--- src/rtl/cla_nibble_serial_sub.sv ---
// Nibble-serial WIDTH-bit subtractor: a - b - bin through one 4-bit carry-lookahead slice.
// Optional signed-overflow output ovf_out is enabled by defining CLA_SUB_OVF_EN.
module cla_nibble_serial_sub #(
   parameter int WIDTH = 16
) (
   input  logic             clk,
   input  logic             rst,
   input  logic             start,
   input  logic [WIDTH-1:0] a_in,
   input  logic [WIDTH-1:0] b_in,
   input  logic             bin_in,
   output logic             busy,
   output logic             done,
   output logic [WIDTH-1:0] diff_out,
   output logic             bout_out
`ifdef CLA_SUB_OVF_EN
   ,
   output logic             ovf_out
`endif
);

   localparam int NIBBLES = WIDTH / 4;
   localparam int IDX_W   = (NIBBLES > 1) ? $clog2(NIBBLES) : 1;

   generate
      if ((WIDTH % 4 != 0) || (WIDTH < 4)) begin : g_bad_width
         $error("cla_nibble_serial_sub: WIDTH must be a multiple of 4 and at least 4");
      end
   endgenerate

   typedef enum logic [1:0] {IDLE, RUN, DONE} state_t;

   state_t           state;
   logic [WIDTH-1:0] a_p0;
   logic [WIDTH-1:0] bn_p0;
   logic [WIDTH-1:0] res_p0;
   logic             carry_p0;
   logic [IDX_W-1:0] idx_p0;

   logic [4:1]       nib_c;
   logic [3:0]       nib_sum;
   logic [WIDTH+3:0] res_ext;
   logic [WIDTH-1:0] res_next;
   logic             last_nib;

   // Lookahead carries c1..c4 of a 4-bit slice, each a flat generate/propagate term.
   function automatic logic [4:1] cla4_carry(input logic [3:0] a, input logic [3:0] b,
                                             input logic cin);
      logic [3:0] g;
      logic [3:0] p;
      logic [4:1] c;
      g    = a & b;
      p    = a ^ b;
      c[1] = g[0] | (p[0] & cin);
      c[2] = g[1] | (p[1] & g[0]) | (p[1] & p[0] & cin);
      c[3] = g[2] | (p[2] & g[1]) | (p[2] & p[1] & g[0]) | (p[2] & p[1] & p[0] & cin);
      c[4] = g[3] | (p[3] & g[2]) | (p[3] & p[2] & g[1]) | (p[3] & p[2] & p[1] & g[0])
           | (p[3] & p[2] & p[1] & p[0] & cin);
      return c;
   endfunction

   assign nib_c    = cla4_carry(a_p0[3:0], bn_p0[3:0], carry_p0);
   assign nib_sum  = (a_p0[3:0] ^ bn_p0[3:0]) ^ {nib_c[3:1], carry_p0};
   // New nibble enters at the top; after NIBBLES shifts nibble 0 sits at the LSB.
   assign res_ext  = {nib_sum, res_p0};
   assign res_next = res_ext[WIDTH+3:4];
   assign last_nib = (idx_p0 == IDX_W'(NIBBLES - 1));

   always_ff @(posedge clk) begin
      if (rst) begin
         state    <= IDLE;
         busy     <= 1'b0;
         done     <= 1'b0;
         diff_out <= '0;
         bout_out <= 1'b0;
`ifdef CLA_SUB_OVF_EN
         ovf_out  <= 1'b0;
`endif
         a_p0     <= '0;
         bn_p0    <= '0;
         res_p0   <= '0;
         carry_p0 <= 1'b0;
         idx_p0   <= '0;
      end else begin
         done <= 1'b0;
         case (state)
            IDLE, DONE: begin
               if (start) begin
                  a_p0     <= a_in;
                  bn_p0    <= ~b_in;
                  carry_p0 <= ~bin_in;
                  idx_p0   <= '0;
                  busy     <= 1'b1;
                  state    <= RUN;
               end else begin
                  state <= IDLE;
               end
            end
            RUN: begin
               a_p0     <= a_p0 >> 4;
               bn_p0    <= bn_p0 >> 4;
               res_p0   <= res_next;
               carry_p0 <= nib_c[4];
               idx_p0   <= idx_p0 + IDX_W'(1);
               if (last_nib) begin
                  diff_out <= res_next;
                  bout_out <= ~nib_c[4];
`ifdef CLA_SUB_OVF_EN
                  ovf_out  <= nib_c[3] ^ nib_c[4];
`endif
                  done     <= 1'b1;
                  busy     <= 1'b0;
                  state    <= DONE;
               end
            end
            default: state <= IDLE;
         endcase
      end
   end

endmodule

--- config.mk ---
export PLATFORM = sky130hd
export DESIGN_NAME = cla_nibble_serial_sub
export DESIGN_NICKNAME = d
export VERILOG_FILES = /design/src/rtl/cla_nibble_serial_sub.sv
export SDC_FILE = /design/constraint.sdc
export NUM_CORES = 1
export LEC_CHECK = 0
export CORE_ASPECT_RATIO = 2
export CORE_UTILIZATION = 46
export CTS_CLUSTER_DIAMETER = 50
export CTS_CLUSTER_SIZE = 8
export DETAILED_ROUTE_END_ITERATION = 10
export PLACE_DENSITY = 0.88
export SYNTH_ARGS = -nofsm -noshare
export SYNTH_HDL_FRONTEND = slang
export SYNTH_SLANG_ARGS = --single-unit
--- constraint.sdc ---
create_clock -name clk -period 1.5 [get_ports clk]
set_input_delay 0.3 -clock clk [delete_from_list [all_inputs] [get_ports clk]]
set_output_delay 0.3 -clock clk [all_outputs]
set_load 0.03 [all_outputs]
==> results.ini <==
[power_and_ir_drop]
ir_drop_uv = 1250
leakage_nw = 1.51
p_per_area_nw_per_um2 = 1290

[synth]
yosysMostFrequentCell = nand2_1
synth-seq-cells = 68
ys_types = 27
synth_top_area_cell = dfxtp_1
syn-num-nets = 383
synthTopCellsByArea = dfxtp_1 50%, nand2_1 13%, a21oi_1 9.0%
ys.flop_type = dfxtp_1
async_reset_ff_share_pct = 0
synthCells = 341
yosysWarnings = 0
avgSynthCellArea_um2 = 7.96
synth_common_cells = 97 x nand2_1, 68 x dfxtp_1, 49 x a21oi_1
ys_seq_area_share_pct = 50.1
synth_top_area_share_pct = 50.1
synth_edf_count = 0
synthesis.area_um2 = 2720

[sta]
tightest_slew_ns = 0.341
slew_headroom_pct = 77.2
period_share_pct = 104
post-route-min-period_ns = 1.56
fin_worst_skew_ns = 0.00714
setup_slack_ns = -0.0632
rsz0062_at_grt = true
hold_viol = 0
drv_slew = 0
setup_viol = 4
fmax_mhz = 640

[floorplan]
start_util_pct = 47.6
placementRows = 39
core_area_um2 = 5710
die_w_um = 56.3
dieArea_um2 = 6230
die_y_um = 111
io_pins = 55

[setup_path]
cp-start-kind = flop
worst_ep_arrival_time_ns = 1.83
crit_type = flop to flop
worstPathRequired_ns = 1.76
crit_path_end_kind = flop
crit_fanout = 4

[clocking]
clk_latency_ns = 0.33
clkTransAtPathRegs_ns = 0.06
cts_num_sinks = 68
cts_buffers = 9
htreeDepth = 3
cts_tree = done
cts_setup_buffers = 0
clk_path_buf_depth = 2
clockRootBuffer = clkbuf_16

[flow_run]
maxCapViolCount = 0

[cells_and_area]
nets = 440
fillCellCount = 450
antenna_cells = 0
fin_cells = 464
utilization_pct = 67.2
drive_above_1_share_pct = 15.9
area.growth.synth_to_final_pct = 41.3

[route]
drt_iter0_drc = 88
drc = 0
antenna_left = 0
dr.pass1.iters = 4
vias = 2564
drt_wl_total_um = 6970
routed_via_density = 5.53
wl_per_cell_um = 15.0

[placement]
gp_congestion = 0.843
dp_hpwl_um = 4480
port_buffers = 54
placedCellCount = 448

[worst_hold_path]
min_path_type = input port to flop

[run_status]
outcome = finished with violations
violations = negative setup slack

[global_route]
grt_start_max_net_pins = 33
first_global_vias = 2495
antenna_found_initial = 0
gr-total-overflow = 0
track_usage_pct = 24.0
grt_pass1_wl_um = 11500

-- worst max-delay path, cell delays in order, from the launching register on --
cell	delay (ns)
dfxtp_2	0.34
ha_4	0.25
a21oi_4	0.14
nor2_4	0.06
or4_1	0.55
a21oi_2	0.16
-- metrics by stage --
step	hold slack (ns)	setup TNS [ns]	cell area, um2	total power (W)	worst slack (ns)
final	0.343	-0.126	3840	0.00493	-0.0632
after global routing	0.365	-0.358	3840	0.00511	-0.0996
after CTS	0.332	-0.0431	3800	0.00492	-0.0278
after detailed placement	0.446	-3.83	3400	0.00256	-0.218
after global placement	0.437	-2.24	3400	0.00254	-0.109
after floorplan	0.432	0	2720	0.00231	0.0221
-- final timing paths --
kind,startpoint,endpoint,slack [ns],depth (start not counted)
setup reg to reg,a_p0[0]$_SDFFE_PP0P_,bout_out$_SDFFE_PP0P_,-0.06,5
hold reg to reg,diff_out[1]$_SDFFE_PP0P_,diff_out[1]$_SDFFE_PP0P_,0.45,2
hold / removal,rst,bn_p0[12]$_SDFFE_PP0P_,0.34,2
setup / recovery,a_p0[0]$_SDFFE_PP0P_,bout_out$_SDFFE_PP0P_,-0.06,5
-- logic make-up (layout without fill, tap and decap cells) --
logic type	after synthesis	after routing	share of synthesized area, %
DFF	68	68	50.1
xor gates and xnor gates	1	1	0.323
adders and majority gates	6	6	3.04
buffers and inverters	32	94	5.02
AOI/OAI and AO/OA	84	84	19.4
and+or+nand+nor	150	150	22.1
-- report_power, final --
group / switching [W] / internal, W
combinational: 0.000316 / 0.000311
sequential: 0.0000741 / 0.00191
clock: 0.000777 / 0.00155
-- layout make-up --
type | instances | area (um2) | share of cell area, %
inverters | 3 | 11.3 | 0.294
multi-input cells | 241 | 1330 | 34.8
well taps | 61 | 76.3 | 1.99
clock buffers | 11 | 253 | 6.59
repair buffers | 75 | 707 | 18.4
clock inverters | 5 | 82.6 | 2.15
flip-flops and latches | 68 | 1370 | 35.8
-- placed cells by master, fill, tap and decap left out, types with 3 or more instances in the layout --
cell type / count
buf_4: 18
o211ai_1: 12
nand2_1: 97
inv_1: 3
dlygate4sd2_1: 19
clkdlybuf4s50_1: 34
a21oi_2: 4
a21oi_1: 44
clkbuf_16: 9
buf_12: 3
a311oi_1: 12
dfxtp_2: 6
nor2_1: 37
dfxtp_1: 61
ha_4: 4
a22oi_1: 5
-- timing repair --
item / 4_1_cts / 5_1_grt
endpoints found under the hold margin: 0 / 0
resized for setup: 35 / 10
hold buffers: 0 / 0
setup endpoints to repair: 25 / 8
pin swaps: 2 / 5
-- state kept, by name, summed over array words and instances, names as in the netlist --
signal / cells
bn_p0: 16
idx_p0: 2
done: 1
bout_out: 1
res_p0: 12
carry_p0: 1
diff_out: 16
a_p0: 16
busy: 1
state: 2
-- metal layers --
metal / vias to the layer above / track usage (%) / part of all wire (%)
met4: 0 / 14.5 / 4.2
met3: 20 / 5.37 / 4.2
li1: 1261 / - / -
met1: 1198 / 26.6 / 37
met2: 85 / 40.6 / 55
met5: - / 0 / 0
(Power assumes the default switching activity.)
